$ cat src/rtl/wb_lap_reader_pkg.sv
// Shared definitions for the lap-store Wishbone path.
// Holds the bus widths and the FSM state encodings used by wb_lap_reader; the
// same encodings are reused by wb_master_wrapper so both masters report state
// the same way on debug taps.
package wb_lap_reader_pkg;

    // Word address and one lap record per data word.
    localparam int unsigned WB_ADDR_W = 8;
    localparam int unsigned WB_DATA_W = 16;

    // Master FSM state encoding.
    localparam int unsigned STATE_W = 2;
    typedef logic [STATE_W-1:0] wb_state_t;

    localparam wb_state_t ST_IDLE = 2'd0;
    localparam wb_state_t ST_REQ  = 2'd1;
    localparam wb_state_t ST_HOLD = 2'd2;

endpackage

$ cat src/rtl/wb_lap_reader_if.sv
// Wishbone classic bus bundle between a lap-store master and its slave.
// Signal names carry the master's point of view (_o driven by the master,
// _i driven by the slave).
//   wb_cyc_o / wb_stb_o  cycle and strobe
//   wb_we_o              write enable
//   wb_adr_o             word address
//   wb_dat_o             write data
//   wb_dat_i             read data
//   wb_ack_i             slave acknowledge
interface wb_lap_reader_if
    import wb_lap_reader_pkg::*;
#(
    parameter int unsigned ADDR_W = WB_ADDR_W,
    parameter int unsigned DATA_W = WB_DATA_W
) ();

    logic              wb_cyc_o;
    logic              wb_stb_o;
    logic              wb_we_o;
    logic [ADDR_W-1:0] wb_adr_o;
    logic [DATA_W-1:0] wb_dat_o;
    logic [DATA_W-1:0] wb_dat_i;
    logic              wb_ack_i;

    modport master (
        output wb_cyc_o,
        output wb_stb_o,
        output wb_we_o,
        output wb_adr_o,
        output wb_dat_o,
        input  wb_dat_i,
        input  wb_ack_i
    );

    modport slave (
        input  wb_cyc_o,
        input  wb_stb_o,
        input  wb_we_o,
        input  wb_adr_o,
        input  wb_dat_o,
        output wb_dat_i,
        output wb_ack_i
    );

endinterface

$ cat src/rtl/wb_lap_reader.sv
// Read-only Wishbone classic master that fetches saved lap records for the
// 7-segment display. start fetches record 0 from base_addr, next steps to the
// following record (wrapping after num_words records). A fetch that sees no
// ack within TIMEOUT cycles is abandoned and flagged on err.
// Ports:
//   clk, rst_n            clock, asynchronous active-low reset
//   start, next           one-cycle request pulses (start wins over next)
//   base_addr, num_words  record window, sampled on start
//   lap_data, lap_valid   last record read and its validity
//   lap_idx               index of the record held / being fetched
//   busy                  Wishbone transaction in progress
//   err                   sticky timeout flag, cleared by start
//   wb                    Wishbone master port
module wb_lap_reader
    import wb_lap_reader_pkg::*;
#(
    parameter int unsigned ADDR_W  = WB_ADDR_W,
    parameter int unsigned DATA_W  = WB_DATA_W,
    parameter int unsigned TIMEOUT = 15
) (
    input  logic              clk,
    input  logic              rst_n,
    input  logic              start,
    input  logic              next,
    input  logic [ADDR_W-1:0] base_addr,
    input  logic [ADDR_W-1:0] num_words,
    output logic [DATA_W-1:0] lap_data,
    output logic              lap_valid,
    output logic [ADDR_W-1:0] lap_idx,
    output logic              busy,
    output logic              err,
    wb_lap_reader_if.master   wb
);

    // Wide enough to hold TIMEOUT-1, the last count before abort.
    localparam int unsigned CNT_W = (TIMEOUT > 1) ? $clog2(TIMEOUT) : 1;
    localparam logic [CNT_W-1:0] CNT_LAST = CNT_W'(TIMEOUT - 1);

    wb_state_t         state_q, state_d;
    logic [ADDR_W-1:0] base_q,  base_d;
    logic [ADDR_W-1:0] num_q,   num_d;
    logic [ADDR_W-1:0] idx_q,   idx_d;
    logic [ADDR_W-1:0] adr_q,   adr_d;
    logic              cyc_q,   cyc_d;
    logic [DATA_W-1:0] data_q,  data_d;
    logic              valid_q, valid_d;
    logic              err_q,   err_d;
    logic [CNT_W-1:0]  cnt_q,   cnt_d;

    always_comb begin
        state_d = state_q;
        base_d  = base_q;
        num_d   = num_q;
        idx_d   = idx_q;
        adr_d   = adr_q;
        cyc_d   = cyc_q;
        data_d  = data_q;
        valid_d = valid_q;
        err_d   = err_q;
        cnt_d   = cnt_q;

        case (state_q)
            ST_IDLE, ST_HOLD: begin
                if (start) begin
                    // Restart behaves identically from IDLE and HOLD.
                    err_d   = 1'b0;
                    valid_d = 1'b0;
                    if (num_words != '0) begin
                        base_d  = base_addr;
                        num_d   = num_words;
                        idx_d   = '0;
                        adr_d   = base_addr;
                        cyc_d   = 1'b1;
                        cnt_d   = '0;
                        state_d = ST_REQ;
                    end else begin
                        state_d = ST_IDLE;
                    end
                end else if (next && state_q == ST_HOLD) begin
                    idx_d   = (idx_q == num_q - ADDR_W'(1)) ? '0 : idx_q + ADDR_W'(1);
                    adr_d   = base_q + idx_d;  // wraps modulo 2^ADDR_W
                    valid_d = 1'b0;
                    cyc_d   = 1'b1;
                    cnt_d   = '0;
                    state_d = ST_REQ;
                end
            end
            ST_REQ: begin
                // An ack on the last allowed edge still completes the fetch.
                if (wb.wb_ack_i) begin
                    data_d  = wb.wb_dat_i;
                    valid_d = 1'b1;
                    cyc_d   = 1'b0;
                    state_d = ST_HOLD;
                end else if (cnt_q == CNT_LAST) begin
                    cyc_d   = 1'b0;
                    err_d   = 1'b1;
                    valid_d = 1'b0;
                    state_d = ST_IDLE;
                end else begin
                    cnt_d = cnt_q + CNT_W'(1);
                end
            end
            default: begin
                cyc_d   = 1'b0;
                state_d = ST_IDLE;
            end
        endcase
    end

    always_ff @(posedge clk or negedge rst_n) begin
        if (!rst_n) begin
            state_q <= ST_IDLE;
            base_q  <= '0;
            num_q   <= '0;
            idx_q   <= '0;
            adr_q   <= '0;
            cyc_q   <= 1'b0;
            data_q  <= '0;
            valid_q <= 1'b0;
            err_q   <= 1'b0;
            cnt_q   <= '0;
        end else begin
            state_q <= state_d;
            base_q  <= base_d;
            num_q   <= num_d;
            idx_q   <= idx_d;
            adr_q   <= adr_d;
            cyc_q   <= cyc_d;
            data_q  <= data_d;
            valid_q <= valid_d;
            err_q   <= err_d;
            cnt_q   <= cnt_d;
        end
    end

    // cyc_q is high exactly while in REQ, so it doubles as busy and stb.
    assign busy        = cyc_q;
    assign lap_data    = data_q;
    assign lap_valid   = valid_q;
    assign lap_idx     = idx_q;
    assign err         = err_q;

    assign wb.wb_cyc_o = cyc_q;
    assign wb.wb_stb_o = cyc_q;
    assign wb.wb_we_o  = 1'b0;
    assign wb.wb_adr_o = adr_q;
    assign wb.wb_dat_o = '0;

endmodule

$ cat src/flat_wrapper.sv
// flat-port wrapper written by rule: the top's interface ports become plain ports
module wb_lap_reader_flat import wb_lap_reader_pkg::*;
#(
    parameter int unsigned ADDR_W  = WB_ADDR_W,
    parameter int unsigned DATA_W  = WB_DATA_W,
    parameter int unsigned TIMEOUT = 15
)
  (clk, rst_n, start, next, base_addr, num_words, lap_data, lap_valid, lap_idx, busy, err, wb_wb_cyc_o, wb_wb_stb_o, wb_wb_we_o, wb_wb_adr_o, wb_wb_dat_o, wb_wb_dat_i, wb_wb_ack_i);
  wb_lap_reader_if #(.ADDR_W(ADDR_W), .DATA_W(DATA_W)) wb_i ();
  input  logic clk;
  input  logic rst_n;
  input  logic start;
  input  logic next;
  input  logic [ADDR_W-1:0] base_addr;
  input  logic [ADDR_W-1:0] num_words;
  output logic [DATA_W-1:0] lap_data;
  output logic lap_valid;
  output logic [ADDR_W-1:0] lap_idx;
  output logic busy;
  output logic err;
  output wire logic [$bits(wb_i.wb_cyc_o)-1:0] wb_wb_cyc_o;
  output wire logic [$bits(wb_i.wb_stb_o)-1:0] wb_wb_stb_o;
  output wire logic [$bits(wb_i.wb_we_o)-1:0] wb_wb_we_o;
  output wire logic [$bits(wb_i.wb_adr_o)-1:0] wb_wb_adr_o;
  output wire logic [$bits(wb_i.wb_dat_o)-1:0] wb_wb_dat_o;
  input wire logic [$bits(wb_i.wb_dat_i)-1:0] wb_wb_dat_i;
  input wire logic [$bits(wb_i.wb_ack_i)-1:0] wb_wb_ack_i;
  assign wb_wb_cyc_o = wb_i.wb_cyc_o;
  assign wb_wb_stb_o = wb_i.wb_stb_o;
  assign wb_wb_we_o = wb_i.wb_we_o;
  assign wb_wb_adr_o = wb_i.wb_adr_o;
  assign wb_wb_dat_o = wb_i.wb_dat_o;
  assign wb_i.wb_dat_i = wb_wb_dat_i;
  assign wb_i.wb_ack_i = wb_wb_ack_i;
  wb_lap_reader #(.ADDR_W(ADDR_W), .DATA_W(DATA_W), .TIMEOUT(TIMEOUT)) u_core (.clk(clk), .rst_n(rst_n), .start(start), .next(next), .base_addr(base_addr), .num_words(num_words), .lap_data(lap_data), .lap_valid(lap_valid), .lap_idx(lap_idx), .busy(busy), .err(err), .wb(wb_i));
endmodule
$ cat config.mk
export PLATFORM = sky130hd
export DESIGN_NAME = wb_lap_reader_flat
export DESIGN_NICKNAME = d
export VERILOG_FILES = /design/src/rtl/wb_lap_reader_pkg.sv /design/src/rtl/wb_lap_reader_if.sv /design/src/rtl/wb_lap_reader.sv /design/src/flat_wrapper.sv
export SDC_FILE = /design/constraint.sdc
export NUM_CORES = 1
export LEC_CHECK = 0
export CAP_MARGIN = 20
export CORE_UTILIZATION = 38
export CTS_CLUSTER_SIZE = 10
export DETAILED_ROUTE_END_ITERATION = 6
export PLACE_DENSITY = 0.64
export SLEW_MARGIN = 30
export SYNTH_ARGS = -nofsm -noshare
export SYNTH_HDL_FRONTEND = slang
export SYNTH_SLANG_ARGS = --single-unit
export TNS_END_PERCENT = 50
$ cat constraint.sdc
create_clock -name clk -period 6.4 [get_ports clk]
set_clock_uncertainty 0.05 [all_clocks]
set_input_delay 0.64 -clock clk [delete_from_list [all_inputs] [get_ports clk]]
set_output_delay 0.64 -clock clk [all_outputs]
set_load 0.02 [all_outputs]
==> flow_summary_export.csv, run 1 <==
group,metric,value,unit
clock_network,clkSlewWorstSetupHoldPaths,0.06,ns
floorplan,initial_utilization,39.2,%
detailed_routing,drc,0,
setup_path,start_kind,"flip-flop",
detailed_routing,drt_pass1_iterations,4,
layout,multi_input_area,0.00160,mm2
synthesis,async_flop_share,100,%
clock_network,cts_resized,0,
clock_network,post_cts_buffers,0,
setup_path,path_max_fanout,9,
detailed_routing,drt_iter0_drc,127,
detailed_routing,vias_per_cell,4.94,
synthesis,yosysSeqAreaShare,44.5,%
pwr,total_leakage_power,0.00175,uW
detailed_routing,postRouteAntennaNets,0,
layout,final_util,50.4,%
detailed_routing,wl_met1,3.23,mm
floorplan,coreArea,0.00818,mm2
setup_path,worstPathRequired,6.51,ns
floorplan,die_h,93.8,um
detailed_routing,num_vias,2430,
grt,grt.total_usage,17.0,%
synthesis,ys.warnings.count,0,
timing,max_freq,263,MHz
floorplan,die_w,93.8,um
layout,antenna_cells,0,
timing,fin_crit,3.81,ns
setup_path,path_class,"flip-flop to flip-flop",
synthesis,synth_cell_types,51,
placement,dp.final_hpwl,4.82,mm
timing,setup-tns-final,0,ns
synthesis,synth_edf_count,0,
grt,grt_max_degree,58,
placement,portBuffers,73,
timing,rsz0062_at_grt,"no",
clock_network,root_buffer,"clkbuf_8",
grt,grt_pass1_vias,2421,
detailed_routing,met2WireLength,2.95,mm
clock_network,numCtsBuffers,9,
grt,overflow,0,
detailed_routing,routed.top_layer,"met4",
floorplan,placementRows,33,
timing,setup_viol,0,
clock_network,clockBufferDepth,2,
clock_network,cts_htree_levels,3,
synthesis,synthCells,311,
pwr,irDropWorstVdd,0.274,mV
layout,syn_to_final_growth,28.6,%
synthesis,synthFlopType,"dfrtp_1",
layout,drive_gt1_share,13.7,%
layout,regArea,0.00143,mm2
floorplan,die_area,0.00880,mm2
timing,worstMarginPinSlew,0.936,ns
clock_network,tritoncts,"yes",
placement,gp_congestion,0.872,
job,drv_cap,0,
min_path,hold_class,"input pin to asynchronous set/reset pin",
clock_network,hold_buffers,0,
timing,fin_crit_sh,59.5,%
grt,grt_pass1_wl,11.5,mm
grt,antenna_found_initial,0,
clock_network,clock_sinks,57,
synthesis,synth-seq-cells,57,
timing,slew_headroom,37.5,%
layout,nFillCells,752,
detailed_routing,wl,6.81,mm
outcome,status,"complete, no violations",
pwr,power_density,440,mW/mm2
synthesis,syn_area,0.00320,mm2
setup_path,end_kind,"flip-flop",
timing,hold_viol,0,
timing,drv_slew,0,
clock_network,clk_latency,0.33,ns
detailed_routing,wl_per_cell,13.8,um
setup_path,arrival,3.92,ns
synthesis,syn_avg_cell_area,10.3,um2
detailed_routing,wl_met3,541,um
floorplan,boundaryPins,91,
layout,nets,430,
[through the flow]
step / power [uW] / setup slack, ns / hold WS, ns / cells / cell area (um2)
finish: 1810 / 2.59 / 0.397 / 492 / 4120
global placement: 1480 / 2.73 / 0.413 / 476 / 3930
global route: 1950 / 2.27 / 0.458 / 492 / 4120
CTS: 1830 / 2.61 / 0.422 / 492 / 4120
detailed placement: 1490 / 2.63 / 0.419 / 476 / 3930
floorplan: 1190 / 2.95 / 0.294 / 327 / 3260
[worst paths after layout]
check                            startpoint               endpoint  slack (ns)  cells after the start
max                         u_core.num_q[0]  u_core.wb.wb_adr_o[7]        2.59                     15
min                                   rst_n       u_core.base_q[1]        0.40                      2
max reg2reg                 u_core.num_q[0]  u_core.wb.wb_adr_o[7]        2.59                     15
min reg2reg                u_core.lap_valid       u_core.lap_valid        0.43                      2
min in group clk           u_core.lap_valid       u_core.lap_valid        0.43                      2
max in group asynchronous             rst_n       u_core.base_q[4]        5.42                      2
[state kept, by name (all words and copies together) (netlist names)]
signal              flops
u_core.state_q          2
u_core.wb.wb_adr_o      8
u_core.lap_data        16
u_core.err              1
u_core.cnt_q            4
u_core.num_q            8
u_core.lap_idx          8
u_core.busy             1
u_core.base_q           8
u_core.lap_valid        1
[routing by layer]
| metal | GRT usage, % | vias to the layer above |
|---|---|---|
| li1 | - | 1186 |
| met1 | 21.7 | 1147 |
| met2 | 25.5 | 88 |
| met3 | 7.44 | 9 |
| met4 | 6.15 | 0 |
| met5 | 0 | - |
[Yosys cell counts (3+ instances only)]
library cell	number	share of area [%]
dfrtp_1	57	45
mux2_2	29	10
nand2_1	28	3.3
buf_4	19	4.5
nor2_1	18	2.1
a21oi_1	15	2.3
o21ai_0	15	2.3
xnor2_1	13	3.6
o21ai_1	12	1.9
ha_1	10	3.9
nand2b_1	10	2.0
clkbuf_1	8	0.94
inv_1	8	0.94
xor2_1	7	1.9
and3_1	6	1.2
nor2b_1	5	0.98
mux2i_1	4	1.3
nand3b_1	3	0.70
nor3_1	3	0.47
nor4_1	3	0.59
or3_1	3	0.59
[worst max-delay path, cell delays in order, from the launching register on]
cell      delay, ns
dfrtp_1        0.49
inv_1          0.09
ha_1           0.26
or3_1          0.38
a31oi_1        0.21
o311a_4        0.30
nand2b_1       0.15
inv_1          0.08
ha_1           0.27
a21oi_1        0.12
nor2b_1        0.07
o31a_1         0.26
or3_1          0.35
a311oi_2       0.30
xnor2_1        0.15
o221ai_1       0.12
[layout make-up]
class                           count  area share, %
Multi-Input combinational cell    231           38.9
Inverter                            8          0.729
Clock inverter                      3          0.972
Clock buffer                       13           3.61
Sequential cell                    57           34.6
Timing Repair Buffer               75           18.0
Tap cell                          105           3.19
[kinds of logic after synthesis]
| family | share of synthesized area (%) |
|---|---|
| fa+ha+maj | 4.88 |
| flops | 44.5 |
| mux | 11.4 |
| buf+inv | 7.30 |
| simple gates | 15.2 |
| other cells | 0.117 |
| compound gates | 11.0 |
| xor+xnor | 5.47 |
[cells in the final DEF (no fill, tap or decap), types with 4 or more instances in the layout]
master | Yosys | routed
a21oi_1 | 15 | 15
and3_1 | 6 | 6
clkbuf_8 | 0 | 10
clkdlybuf4s50_1 | 0 | 72
conb_1 | 1 | 17
dfrtp_1 | 57 | 57
ha_1 | 10 | 10
inv_1 | 8 | 8
mux2_2 | 29 | 29
mux2i_1 | 4 | 4
nand2_1 | 28 | 28
nand2b_1 | 10 | 10
nor2_1 | 18 | 18
nor2b_1 | 5 | 5
o21ai_0 | 15 | 15
o21ai_1 | 12 | 12
xnor2_1 | 13 | 13
xor2_1 | 7 | 7
[power by group]
part	internal, uW	switching (uW)	total, uW
Clock	190	140	329
Sequential	513	130	643
Combinational	425	414	839
Total	1130	684	1810
Power figures use the tool's default switching activity.
==> inputs of run 2 (changes only) <==
- clock period: 6.4 -> 3.6 ns (I/O delays scaled with it)
==> run 2 against run 1 <==
Net effect: core utilization rose by 2.0 points; hold slack worse by 0.39 ns; setup slack got worse by 2.4 ns; power up 86%; combinational power is 95% higher; critical path depth fell by 3; flip-flop and latch count unchanged; clock power rose by 87%; first-iteration DRC count decreased by 31%; critical path type unchanged; critical endpoint unchanged; largest power group unchanged.
==> flow_summary_export.csv, run 2 (synthesized netlist as in run 1, its figures left out) <==
group,metric,value,unit
grt,grt_pass1_wl,12.1,mm
layout,syn_to_final_growth,33.8,%
clock_network,clockBufferDepth,2,
layout,most-common-layout-cells,"clkdlybuf4s50_1, dfrtp_1, mux2_2",
grt,use_met1,21.9,%
pwr,power_density,786,mW/mm2
detailed_routing,wl_per_cell,14.1,um
setup_path,r2r.worst_path.cells,12,
setup_path,worstPathRequired,3.76,ns
floorplan,boundaryPins,91,
timing,setup_slack,0.164,ns
placement,gp_congestion,0.838,
clock_network,clkSlewWorstSetupHoldPaths,0.07,ns
setup_path,reg2reg_slack,0.16,ns
clock_network,clock_sinks,57,
setup_path,end_kind,"flip-flop",
grt,grt.total_usage,18.0,%
timing,setup-tns-final,0,ns
floorplan,die_w,93.8,um
job,drv_cap,0,
timing,rsz0062_at_grt,"no",
grt,globalRouteMet2Util,28.2,%
detailed_routing,num_vias,2496,
pwr,pwr-share-seq,33.1,%
pwr,swShare,38.1,%
timing,slew_headroom,54.1,%
pwr,total_leakage_power,0.00183,uW
grt,grt_max_degree,31,
floorplan,initial_utilization,39.2,%
setup_path,slowest_delay,0.42,ns
layout,antenna_cells,0,
pwr,p_sw,1280,uW
grt,use_met3,6.88,%
detailed_routing,drc,0,
timing,fin_crit,3.44,ns
outcome,status,"complete, no violations",
grt,grt_pass1_vias,2603,
pwr,p_int,2080,uW
layout,nFillCells,729,
setup_path,startpoint,"u_core.num_q[2]",
timing,fin_crit_sh,95.4,%
timing,worstMarginPinSlew,0.686,ns
timing,hold_viol,0,
pwr,irDropWorstVdd,0.420,mV
pwr,pwr-share-comb,48.7,%
placement,place_ws,0.0697,ns
detailed_routing,postRouteAntennaNets,0,
clock_network,cts_htree_levels,3,
floorplan,die_h,93.8,um
floorplan,placementRows,33,
pwr,clock_power_share,18.2,%
setup_path,path_class,"flip-flop to flip-flop",
clock_network,tritoncts,"yes",
layout,final_common_cell,"clkdlybuf4s50_1",
grt,overflow,0,
setup_path,critPathSlowestCell,"dfrtp_1",
clock_network,numCtsBuffers,9,
clock_network,hold_buffers,0,
clock_network,clk_latency,0.34,ns
setup_path,worstReg2RegStart,"u_core.num_q[2]",
layout,drive_gt1_share,19.5,%
layout,nets,444,
setup_path,arrival,3.59,ns
detailed_routing,drt_iter0_drc,87,
setup_path,start_kind,"flip-flop",
placement,portBuffers,73,
timing,setup_viol,0,
timing,max_freq,291,MHz
detailed_routing,wl,7.16,mm
grt,antenna_found_initial,0,
floorplan,coreArea,0.00818,mm2
layout,largest_reg_flops,16,
setup_path,r2r_end,"u_core.wb.wb_adr_o[7]",
detailed_routing,drt_pass1_iterations,4,
setup_path,path_max_fanout,4,
timing,drv_slew,0,
grt,gr-max-usage-layer,"met2",
setup_path,crit_chain,"or3_4, o31ai_4, a21oi_1, o311a_4, a21oi_1, ha_1, nor2b_1, o31a_1, or3_4, a311oi_2, xnor2_1, o221ai_1",
clock_network,root_buffer,"clkbuf_8",
detailed_routing,vias_per_cell,4.93,
placement,dp.final_hpwl,5.29,mm
min_path,hold_class,"input pin to asynchronous set/reset pin",
floorplan,die_area,0.00880,mm2
-- run 2: cell count changes in the layout (fill, tap and decap cells not counted), sizes merged --
cell,previous run,this run
clkinvlp,0,2
buf,3,17
clkbuf,13,10
clkinv,2,3
-- run 2: power by group through the flow --
stage | Clock, uW | Combinational, uW | Sequential (uW)
2_1_floorplan | 0 | 832 | 1280
3_3_place_gp | 0 | 1580 | 1110
3_5_place_dp | 0 | 1600 | 1120
4_1_cts | 635 | 1610 | 1110
5_1_grt | 664 | 1790 | 1160
6_report | 614 | 1640 | 1110
-- run 2: area by class of cell --
cell class | count | area (um2) | area share (%)
multi-input cells | 231 | 1650 | 38.4
flip-flops and latches | 57 | 1430 | 33.3
repair buffers | 89 | 846 | 19.7
clock buffers | 10 | 138 | 3.21
well taps | 105 | 131 | 3.07
clock inverters | 6 | 67.6 | 1.58
inverters | 8 | 30.0 | 0.701
-- run 2: layer usage --
metal,wire (um),vias to the layer above
met5,0,-
met1,3290,1180
met2,3190,84
met4,95,0
li1,-,1220
met3,577,12
-- run 2: what timing repair did --
item / in CTS / in global routing
gates resized for setup: 0 / 9
setup buffers: 0 / 1
setup endpoints to repair: 0 / 3
-- run 2: how the worst max path moves through the flow --
stage               slack, ns                    end  depth (start not counted)
CTS                      0.06  u_core.wb.wb_adr_o[7]                         14
detailed placement       0.07  u_core.wb.wb_adr_o[7]                         14
global placement         0.11  u_core.wb.wb_adr_o[7]                         14
floorplan                0.15  u_core.wb.wb_adr_o[7]                         16
global route            0.004  u_core.wb.wb_adr_o[7]                         12
finish                   0.16  u_core.wb.wb_adr_o[7]                         12
-- run 2: metrics by stage --
stage | power [uW] | area [um2] | utilization, % | hold slack [ns] | cells
floorplan | 2120 | 3260 | - | 0.0144 | 327
global placement | 2690 | 4030 | 49.3 | 0.386 | 489
detailed placement | 2720 | 4030 | 49.3 | 0.388 | 489
CTS | 3360 | 4230 | 51.8 | 0.0135 | 505
global route | 3610 | 4290 | 52.4 | 0.0537 | 506
finish | 3370 | 4290 | 52.4 | 0.0103 | 506
-- run 2: critical path, delay by kind of cell, from the launching register on --
kind | cells | cell delay, ns
XOR/XNOR | 1 | 0.14
adder cells (fa/ha/maj) | 1 | 0.31
flip-flops | 1 | 0.42
AO/OA/AOI/OAI | 7 | 1.46
AND/OR/NAND/NOR | 3 | 0.92
==> inputs of run 3 (changes only) <==
- CORE_MARGIN: unset -> 1.5
- CORE_UTILIZATION: 38 -> 49
- PLACE_DENSITY: 0.64 -> 0.8
- clock period: 3.6 -> 4.1 ns (I/O delays scaled with it)
==> run 3 against run 2 <==
Net effect: non-clock buffer count fell by 14; die area fell by 20%; hold slack improved by 0.15 ns; cell area fell by 3.3%; first-iteration DRC count rose by 15%; core utilization rose by 13 points; combinational power fell by 19%; fmax fell by 10%; power fell by 11%; register-to-register slack improved by 0.11 ns; global-route usage rose by 3.4 points.
==> flow_summary_export.csv, run 3 (synthesized netlist as in run 1, its figures left out) <==
group,metric,value,unit
outcome,status,"complete, no violations",
clock_network,clock_sinks,57,
detailed_routing,num_vias,2453,
setup_path,r2r.worst_path.cells,15,
layout,regArea,0.00143,mm2
pwr,p_int,1880,uW
setup_path,worstPathRequired,4.23,ns
pwr,power_density,719,mW/mm2
setup_path,path_max_fanout,9,
layout,final_common_cell,"clkdlybuf4s50_1",
setup_path,arrival,3.95,ns
setup_path,worstReg2RegStart,"u_core.num_q[0]",
detailed_routing,postRouteAntennaNets,0,
placement,gp_congestion,0.856,
timing,max_freq,261,MHz
timing,hold_viol,0,
floorplan,coreArea,0.00635,mm2
setup_path,end_kind,"flip-flop",
clock_network,clkSlewWorstSetupHoldPaths,0.07,ns
timing,setup_viol,0,
timing,drv_slew,0,
clock_network,numCtsBuffers,9,
detailed_routing,wl_per_cell,14.7,um
clock_network,post_cts_buffers,0,
floorplan,placementRows,29,
pwr,p_sw,1100,uW
setup_path,slowest_delay,0.49,ns
setup_path,critPathSlowestCell,"dfrtp_1",
pwr,clock_power_share,21.8,%
grt,overflow,0,
layout,nFillCells,486,
setup_path,reg2reg_slack,0.28,ns
grt,grt_pass1_wl,12.0,mm
pwr,total_leakage_power,0.00177,uW
detailed_routing,drc,0,
grt,use_met3,7.62,%
layout,multi_input_area,0.00161,mm2
layout,nets,430,
clock_network,hold_buffers,0,
clock_network,clockBufferDepth,2,
clock_network,root_buffer,"clkbuf_8",
floorplan,die_h,83.9,um
timing,setup-tns-final,0,ns
layout,largest_reg_flops,16,
floorplan,initial_utilization,50.4,%
layout,syn_to_final_growth,29.3,%
pwr,swShare,36.9,%
grt,globalRouteMet2Util,32.6,%
clock_network,cts_resized,0,
placement,portBuffers,73,
floorplan,boundaryPins,91,
floorplan,die_area,0.00703,mm2
clock_network,cts_htree_levels,3,
timing,fin_crit,3.82,ns
pwr,power,2980,uW
detailed_routing,drt_pass1_iterations,4,
timing,worstMarginPinSlew,0.857,ns
setup_path,path_class,"flip-flop to flip-flop",
setup_path,crit_chain,"inv_1, ha_1, or3_1, a31oi_1, o311a_4, nand2b_1, inv_1, ha_1, a21oi_1, nor2b_1, o31a_1, or3_1, a311oi_2, xnor2_1, o221ai_1",
grt,grt.total_usage,21.4,%
min_path,hold_class,"input pin to asynchronous set/reset pin",
detailed_routing,wl,6.81,mm
clock_network,tritoncts,"yes",
grt,gr-max-usage-layer,"met2",
pwr,pwr-share-seq,33.7,%
timing,fin_crit_sh,93.3,%
detailed_routing,drt_iter0_drc,100,
layout,drive_gt1_share,14.5,%
placement,dp.final_hpwl,4.91,mm
pwr,pwr-share-comb,44.6,%
layout,antenna_cells,0,
timing,slew_headroom,42.8,%
timing,rsz0062_at_grt,"no",
job,drv_cap,0,
clock_network,clk_latency,0.33,ns
pwr,irDropWorstVdd,0.444,mV
grt,use_met1,27.1,%
detailed_routing,vias_per_cell,5.29,
grt,antenna_found_initial,0,
grt,grt_max_degree,58,
layout,most-common-layout-cells,"clkdlybuf4s50_1, dfrtp_1, mux2_2",
grt,grt_pass1_vias,2558,
floorplan,die_w,83.9,um
setup_path,r2r_end,"u_core.wb.wb_adr_o[7]",
setup_path,start_kind,"flip-flop",
-- run 3: cell types whose count changed in the layout (fill, tap and decap cells not counted), sizes merged --
cell	before	now
clkbuf	10	11
buf	17	3
clkinv	3	1
bufinv	1	3
clkinvlp	2	1
-- run 3: worst max-delay path by stage --
stage / startpoint / to / slack (ns)
final: u_core.num_q[0] / u_core.wb.wb_adr_o[7] / 0.28
after global routing: u_core.num_q[0] / u_core.wb.wb_adr_o[7] / 0.03
after CTS: u_core.num_q[0] / u_core.wb.wb_adr_o[7] / 0.26
after detailed placement: u_core.num_q[0] / u_core.wb.wb_adr_o[7] / 0.29
after global placement: u_core.num_q[0] / u_core.wb.wb_adr_o[7] / 0.46
after floorplan: u_core.num_q[0] / u_core.wb.wb_adr_o[7] / 0.65
-- run 3: power by group through the flow --
stage / Combinational [uW] / Sequential [uW] / Clock [uW]
5_1_grt: 1450 / 1040 / 683
4_1_cts: 1340 / 1000 / 659
3_3_place_gp: 1290 / 993 / 0
2_1_floorplan: 731 / 1130 / 0
6_report: 1330 / 1000 / 648
3_5_place_dp: 1320 / 1010 / 0
-- run 3: metal layers --
| metal | routed length (um) | up-vias | share of wire (%) |
|---|---|---|---|
| met5 | 0 | - | 0 |
| met4 | 147 | 0 | 2.2 |
| met3 | 554 | 13 | 8.1 |
| met2 | 3060 | 93 | 45 |
| met1 | 3060 | 1159 | 45 |
| li1 | - | 1188 | - |
-- run 3: final cells by class --
| cell class | count | area share (%) |
|---|---|---|
| tap | 77 | 2.33 |
| inverter | 8 | 0.725 |
| multi-input combinational | 231 | 38.7 |
| clock inverter | 5 | 2.48 |
| sequential | 57 | 34.4 |
| clock buffer | 11 | 3.41 |
| timing repair buffer | 75 | 17.9 |
-- run 3: per-stage QoR --
step | instances | area (um2) | hold WS (ns) | util [%] | worst slack, ns
2_1_floorplan | 327 | 3260 | 0.0644 | - | 0.646
3_3_place_gp | 448 | 3900 | 0.415 | 61.4 | 0.457
3_5_place_dp | 448 | 3900 | 0.425 | 61.4 | 0.295
4_1_cts | 464 | 4140 | 0.193 | 65.2 | 0.261
5_1_grt | 464 | 4140 | 0.240 | 65.2 | 0.0324
6_report | 464 | 4140 | 0.158 | 65.2 | 0.275
-- run 3: worst max-delay path: cells and delay by family, from the launching register on --
family	cells	cell delay [ns]
AO/OA/AOI/OAI	6	1.32
AND/OR/NAND/NOR	4	0.94
adder cells (fa/ha/maj)	2	0.55
flip-flops	1	0.49
buffers and inverters	2	0.17
XOR/XNOR	1	0.15
